==> config.mk <==
export PLATFORM = sky130hd
export DESIGN_NAME = nibble_counter
export DESIGN_NICKNAME = d
export VERILOG_FILES = /design/src/rtl/alu_pkg.sv /design/src/rtl/nibble_counter.sv
export SDC_FILE = /design/constraint.sdc
export NUM_CORES = 1
export LEC_CHECK = 0
export CAP_MARGIN = 20
export CELL_PAD_IN_SITES_DETAIL_PLACEMENT = 0
export CELL_PAD_IN_SITES_GLOBAL_PLACEMENT = 1
export CORE_AREA = 8 8 45 47
export CTS_CLUSTER_DIAMETER = 200
export DETAILED_ROUTE_END_ITERATION = 8
export DIE_AREA = 0 0 53 55
export HOLD_SLACK_MARGIN = 0.03
export PLACE_DENSITY_LB_ADDON = 0.1
export SLEW_MARGIN = 20
export SYNTH_ARGS = -nofsm -noshare
export SYNTH_HDL_FRONTEND = slang
export SYNTH_SLANG_ARGS = --single-unit
==> constraint.sdc <==
create_clock -name clk -period 1.7 [get_ports clk]
set_input_delay 0.17 -clock clk [delete_from_list [all_inputs] [get_ports clk]]
set_output_delay 0.17 -clock clk [all_outputs]
set_load 0.01 [all_outputs]
==> src/rtl/alu_pkg.sv <==
// ---------------------------------------------------------------------------
// alu_pkg
//   Shared types for the nibble-serial datapath: the 4-bit ALU command set,
//   its argument/return bundles, and the default nibble-index width.
//   No ports (package).
// ---------------------------------------------------------------------------
package alu_pkg;

  // Index width used by the nibble sequencer; a word holds 2**CNT_SIZE nibbles.
  localparam int CNT_SIZE_DEF = 3;
  localparam int NIBBLE_W     = 4;

  typedef enum logic [2:0] {
    ADD   = 3'd0,
    SUB   = 3'd1,
    AND   = 3'd2,
    OR    = 3'd3,
    XOR   = 3'd4,
    RSHFT = 3'd5
  } AluCmd;

  typedef struct packed {
    AluCmd cmd;
    struct packed {
      logic carry_in;
    } ctrl;
  } AluCtrl;

  typedef struct packed {
    AluCtrl               ctrl;
    logic [NIBBLE_W-1:0]  d1;
    logic [NIBBLE_W-1:0]  d2;
  } AluArgs;

  typedef struct packed {
    logic [NIBBLE_W-1:0]  res;
    logic                 carry_out;
  } AluRet;

endpackage

==> src/rtl/nibble_counter.sv <==
// ---------------------------------------------------------------------------
// nibble_counter
//   Nibble-index sequencer for the nibble-serial datapath. Steps idx over the
//   nibbles of a word, upward (0 -> width) or downward (width -> 0), and
//   flags the final nibble of the sweep. Saturates at the end; never wraps.
// Ports
//   clk               : input  1         rising-edge clock
//   rst_n             : input  1         asynchronous active-low reset (idx=0)
//   perm_to_count     : input  1         1 = advance, 0 = reload start index
//   width             : input  CNT_SIZE  index of most-significant nibble used
//   reverse_direction : input  1         1 = count width->0, 0 = count 0->width
//   is_latest         : output 1         idx is the final nibble of the sweep
//   idx               : output CNT_SIZE  current nibble index (registered)
// ---------------------------------------------------------------------------
module nibble_counter
  import alu_pkg::*;
#(
  parameter int CNT_SIZE = CNT_SIZE_DEF
) (
  input  logic                clk,
  input  logic                rst_n,
  input  logic                perm_to_count,
  input  logic [CNT_SIZE-1:0] width,
  input  logic                reverse_direction,
  output logic                is_latest,
  output logic [CNT_SIZE-1:0] idx
);

  localparam logic [CNT_SIZE-1:0] ONE = CNT_SIZE'(1);

  logic [CNT_SIZE-1:0] start_idx;
  logic [CNT_SIZE-1:0] idx_next;

  assign start_idx = reverse_direction ? width : '0;

  // Combinational so the clock that sees is_latest=1 still processes the
  // last nibble; the loop's busy is perm_to_count & ~is_latest.
  assign is_latest = reverse_direction ? (idx == '0) : (idx == width);

  always_comb begin
    idx_next = idx;
    if (!perm_to_count) begin
      idx_next = start_idx;
    end else if (!is_latest) begin
      idx_next = reverse_direction ? (idx - ONE) : (idx + ONE);
    end
  end

  always_ff @(posedge clk or negedge rst_n) begin
    if (!rst_n) begin
      idx <= '0;
    end else begin
      idx <= idx_next;
    end
  end

endmodule

After elaboration in Yosys (flattened, before gate mapping)
Index checks and enable logic that the tools add are counted.
Widths: inputs -> output; s select.
{ "op_classes": {"n_eq_ne": 2, "add_sub_neg": 2, "n_mux": 5, "n_reduce_logical": 1} }
{ "op_table": {"columns": ["operator", "n"], "rows": [
  ["$mux 3", 4],
  ["$add 3x1->3 const B", 1],
  ["$eq 3x3->1", 1],
  ["$logic_not 3->1", 1],
  ["$sub 3x1->3 const B", 1],
  ["$ne 2x2->1 const B", 1],
  ["$mux 1", 1]
]} }
{ "word_totals": {"input_bits": 7, "word_cells": 11, "regBits": 3, "out_inout_bits": 4} }

Depth between registers and ports, before layout
{ "depth": {"depth_word": 4, "ltp_mapped": 7, "depth_no_buf": 6} }

Least setup slack after synthesis
Ideal clock, no wire load.
{ "synth_timing": {"path_kind": "register -> register", "start": "reg idx[1]", "end": "reg idx[2]", "slack_ns": 0.036, "required_ns": 1.575, "n_path_buf": 0, "stages_incl_launch_ff": 5, "t_arrival_ns": 1.539, "setup_ns": 0.125, "period_less_slack_ns": 1.664, "cell_sequence": "dfrtp_1 xor2_1 o41ai_2 nand2_2 mux2_4"} }
{ "synth_between": {"word_cells_on_any_way": 9, "cone_classes": "add/sub: 2; eq/ne: 2; mux: 4; reduce/logical: 1"} }
{ "synth_lines": {"columns": ["element", "line", "source"], "rows": [
  ["start: declaration", "nibble_counter.sv:26", "output logic [CNT_SIZE-1:0] idx"],
  ["start signal: assignment", "nibble_counter.sv:53", "idx <= idx_next;"],
  ["$eq 3x3->1 or $logic_not 3->1 (tied branches)", "nibble_counter.sv:38", "assign is_latest = reverse_direction ? (idx == '0) : (idx == width);"],
  ["$mux 1 *", "nibble_counter.sv:38", null],
  ["named net is_latest", "nibble_counter.sv:25", "output logic is_latest,"],
  ["$ne 2x2->1 (no source line) *", null, null]
]} }
The timed path passes the listed nets; every way through them passes the cells marked *. The select of a mux whose other input is x is not followed.
A chain may end at the register's enable or synchronous reset.

Worst setup path in the final report
{ "layout_timing": {"start": "reg idx[2]", "end": "reg idx[2]"} }
{ "layout_between": {"elab_chain_cells": 4, "word_cells_on_any_way": 9, "cone_classes": "add/sub: 2; eq/ne: 2; mux: 4; reduce/logical: 1"} }
{ "layout_lines": {"columns": ["element", "line", "source"], "rows": [
  ["$add 3x1->3 or $sub 3x1->3 (tied branches)", "nibble_counter.sv:45", "idx_next = reverse_direction ? (idx - ONE) : (idx + ONE);"],
  ["$mux 3", "nibble_counter.sv:45", null],
  ["$mux 3", "nibble_counter.sv:44", "end else if (!is_latest) begin"],
  ["$mux 3", "nibble_counter.sv:42", "if (!perm_to_count) begin"]
]} }
Parallel ways exist; a longest one is shown, timed or not. The select of a mux whose other input is x is not followed.

==> run_results.csv <==
group,metric,value,unit
global_routing,gr-max-usage-layer,"met2",
synth,syn_nets,36,
placed_design,dp_cells,64,
synth,ys.flop_type,"dfrtp_1",
global_routing,grt_usage,6.18,%
clock_network,ctsLongestPathBuffers,2,
cells_and_area,stdcell_area,524,um^2
power_and_ir_drop,power_density,1490,nW/um^2
global_routing,grt_use_met1,7.15,%
cells_and_area,regMostFlops,"idx",
floorplan,rows,14,
timing,final_hold_viol_count,0,
synth,yosys-top-cells-area,"dfrtp_1, xor2_1, fa_1",
cells_and_area,synthToLayoutAreaGrowth,85.4,%
route,vias_per_cell,4.23,
floorplan,start_util,20.4,%
timing,finalMaxSlewViolations,0,
floorplan,die_area,2920,um^2
synth,netlist-cell-type-count,18,
floorplan,coreArea,1380,um^2
power_and_ir_drop,p_seq_share,18.2,%
cells_and_area,fin_util,37.9,%
critical_path,endpoint_kind,"register",
clock_network,cts_root_buffer,"clkbuf_4",
synth,yosys_warnings,0,
timing,worst_slew_pin_slew,0.336,ns
timing,fmax,590,MHz
placed_design,placed_area,474,um^2
placed_design,gp_congestion,0.755,
power_and_ir_drop,power.internal,0.000502,W
global_routing,antenna_found_initial,0,
floorplan,die_h,55,um
route,detail-route-antenna-nets,0,
timing,fin_skew,0.00367,ns
cells_and_area,top_regs,"idx: 3 flops",
cells_and_area,fin_nets,62,
timing,finalCritPeriodShare,99.6,%
critical_path,arrival,1.80,ns
critical_path,start_kind,"register",
cells_and_area,largest_reg_flops,3,
power_and_ir_drop,clockPowerShare,15.5,%
route,vias,292,
floorplan,pin_count,11,
critical_path,crit_type,"reg -> reg",
route,drt_iter0_drc,2,
worst_hold_path,hold_path_class,"in -> async",
global_routing,grt_pass1_wl,1340,um
power_and_ir_drop,combinationalPowerShare,66.3,%
global_routing,grt-ovfl-total,0,
synth,synth_area_per_cell,10.1,um^2
timing,setup_tns,0,ns
critical_path,critPathMaxFanout,3,
placed_design,place_ws,-0.314,ns
clock_network,clock-sinks,3,
timing,setup_slack,0.00608,ns
placed_design,dp_hpwl,671,um
flow_run,max-cap-violations,0,
placed_design,portBuffers,10,
timing,rsz0062_at_grt,"yes",
route,drc,0,
synth,synth_area,283,um^2
synth,synth-edff-count,0,
global_routing,grt_max_degree,8,
timing,fin_crit,1.69,ns
clock_network,numCtsBuffers,3,
route,firstDrtPassIters,4,
power_and_ir_drop,p_leak,0.256,nW
global_routing,grt_pass1_vias,313,
synth,synth_largest_area_cell,"dfrtp_1",
floorplan,die_width,53,um
critical_path,crit_required,1.80,ns
timing,max-slew-margin-rel,77.5,%
power_and_ir_drop,vdd_drop_max,547,uV
cells_and_area,antenna_cells,0,
route,wl,808,um
timing,setup_violations,0,
synth,synth_cells,28,
global_routing,groute.layer.met2.usage,9.77,%
power_and_ir_drop,switching_share,35.7,%
synth,yosysSeqAreaShare,26.5,%
clock_network,clk_latency,0.23,ns
outcome,status,"finished clean",
cells_and_area,drive_gt1_share,45.3,%
clock_network,h-tree-depth,1,
synth,netlist.area_leader.share,26.5,%
cells_and_area,stdcell_count,69,
power_and_ir_drop,p_sw,0.000279,W
clock_network,tritoncts,"yes",
synth,ys_ff_latch,3,
synth,netlist_top_cells_count,"dfrtp_1, inv_1, nand2_1, xor2_1",
clock_network,cts_hold_buffers,0,
route,wl_per_cell,11.7,um
synth,synth_async_sr_flop_share,100,%
clock_network,clkTransAtPathRegs,0.04,ns
global_routing,met3_usage,2.67,%
cells by family after synthesis:
group                    count (synthesis)  synth area share [%]
multiplexers                             4                  16.4
adder cells (fa/ha/maj)                  1                  7.08
AO/OA/AOI/OAI                            2                  8.85
buffers and inverters                    4                  7.96
AND/OR/NAND/NOR                          9                  17.7
flip-flops                               3                  26.5
XOR/XNOR                                 5                  15.5
path summary, 6_finish.rpt:
path,startpoint,end,slack [ns],cells after the start
min reg2reg,idx[2],idx[2],0.70,2
max,idx[2],idx[2],0.006,5
min,rst_n,idx[1],0.12,1
min in group clk,reverse_direction,idx[0],0.62,4
max in group asynchronous,rst_n,idx[0],1.44,1
max reg2reg,idx[2],idx[2],0.006,5
stage by stage:
step,power [W],hold slack (ns)
2_1_floorplan,0.000349,-0.126
3_3_place_gp,0.000614,0.356
3_5_place_dp,0.000619,0.359
4_1_cts,0.000766,0.114
5_1_grt,0.000848,0.127
6_report,0.000781,0.120
cells in the final DEF (no fill, tap or decap), types with 2 or more instances in the layout:
cell type,Yosys,layout
clkbuf_4,0,3
mux2i_1,2,2
dfrtp_1,3,3
xnor2_1,2,2
inv_2,0,2
clkdlybuf4s50_1,0,8
nand2_1,3,3
xor2_1,3,3
buf_4,0,12
cell type report:
class | count | area (um^2)
clock buffer | 4 | 26.3
fill | 151 | 860
inverter | 3 | 11.3
multi-input combinational | 21 | 208
sequential | 3 | 75.1
tap | 16 | 20.0
timing repair buffer | 22 | 184
worst max-delay path, cell delays in order, from the launching register on:
cell	delay, ns
dfrtp_1	0.40
or4b_4	0.57
o41ai_4	0.07
buf_4	0.17
nand2_4	0.05
mux2_4	0.31
power groups by stage:
stage | Combinational, W | Clock, W | Sequential, W
2_1_floorplan | 0.000198 | 0 | 0.000150
3_3_place_gp | 0.000474 | 0 | 0.000140
3_5_place_dp | 0.000479 | 0 | 0.000140
4_1_cts | 0.000497 | 0.000128 | 0.000142
5_1_grt | 0.000566 | 0.000136 | 0.000145
6_report | 0.000518 | 0.000121 | 0.000142
what timing repair did:
| item | 4_1_cts | 5_1_grt |
|---|---|---|
| pin swaps | 2 | 2 |
| gates resized for setup | 8 | 3 |
| setup buffers | 1 | 0 |
| endpoints found under the setup margin | 2 | 1 |
| cloned | 0 | 0 |
layer usage:
| layer | wire, um | up-vias |
|---|---|---|
| li1 | - | 151 |
| met1 | 355 | 134 |
| met2 | 388 | 7 |
| met3 | 64 | 0 |
| met4 | 0 | 0 |
| met5 | 0 | - |
No activity file was read; power rests on OpenSTA's default activity.
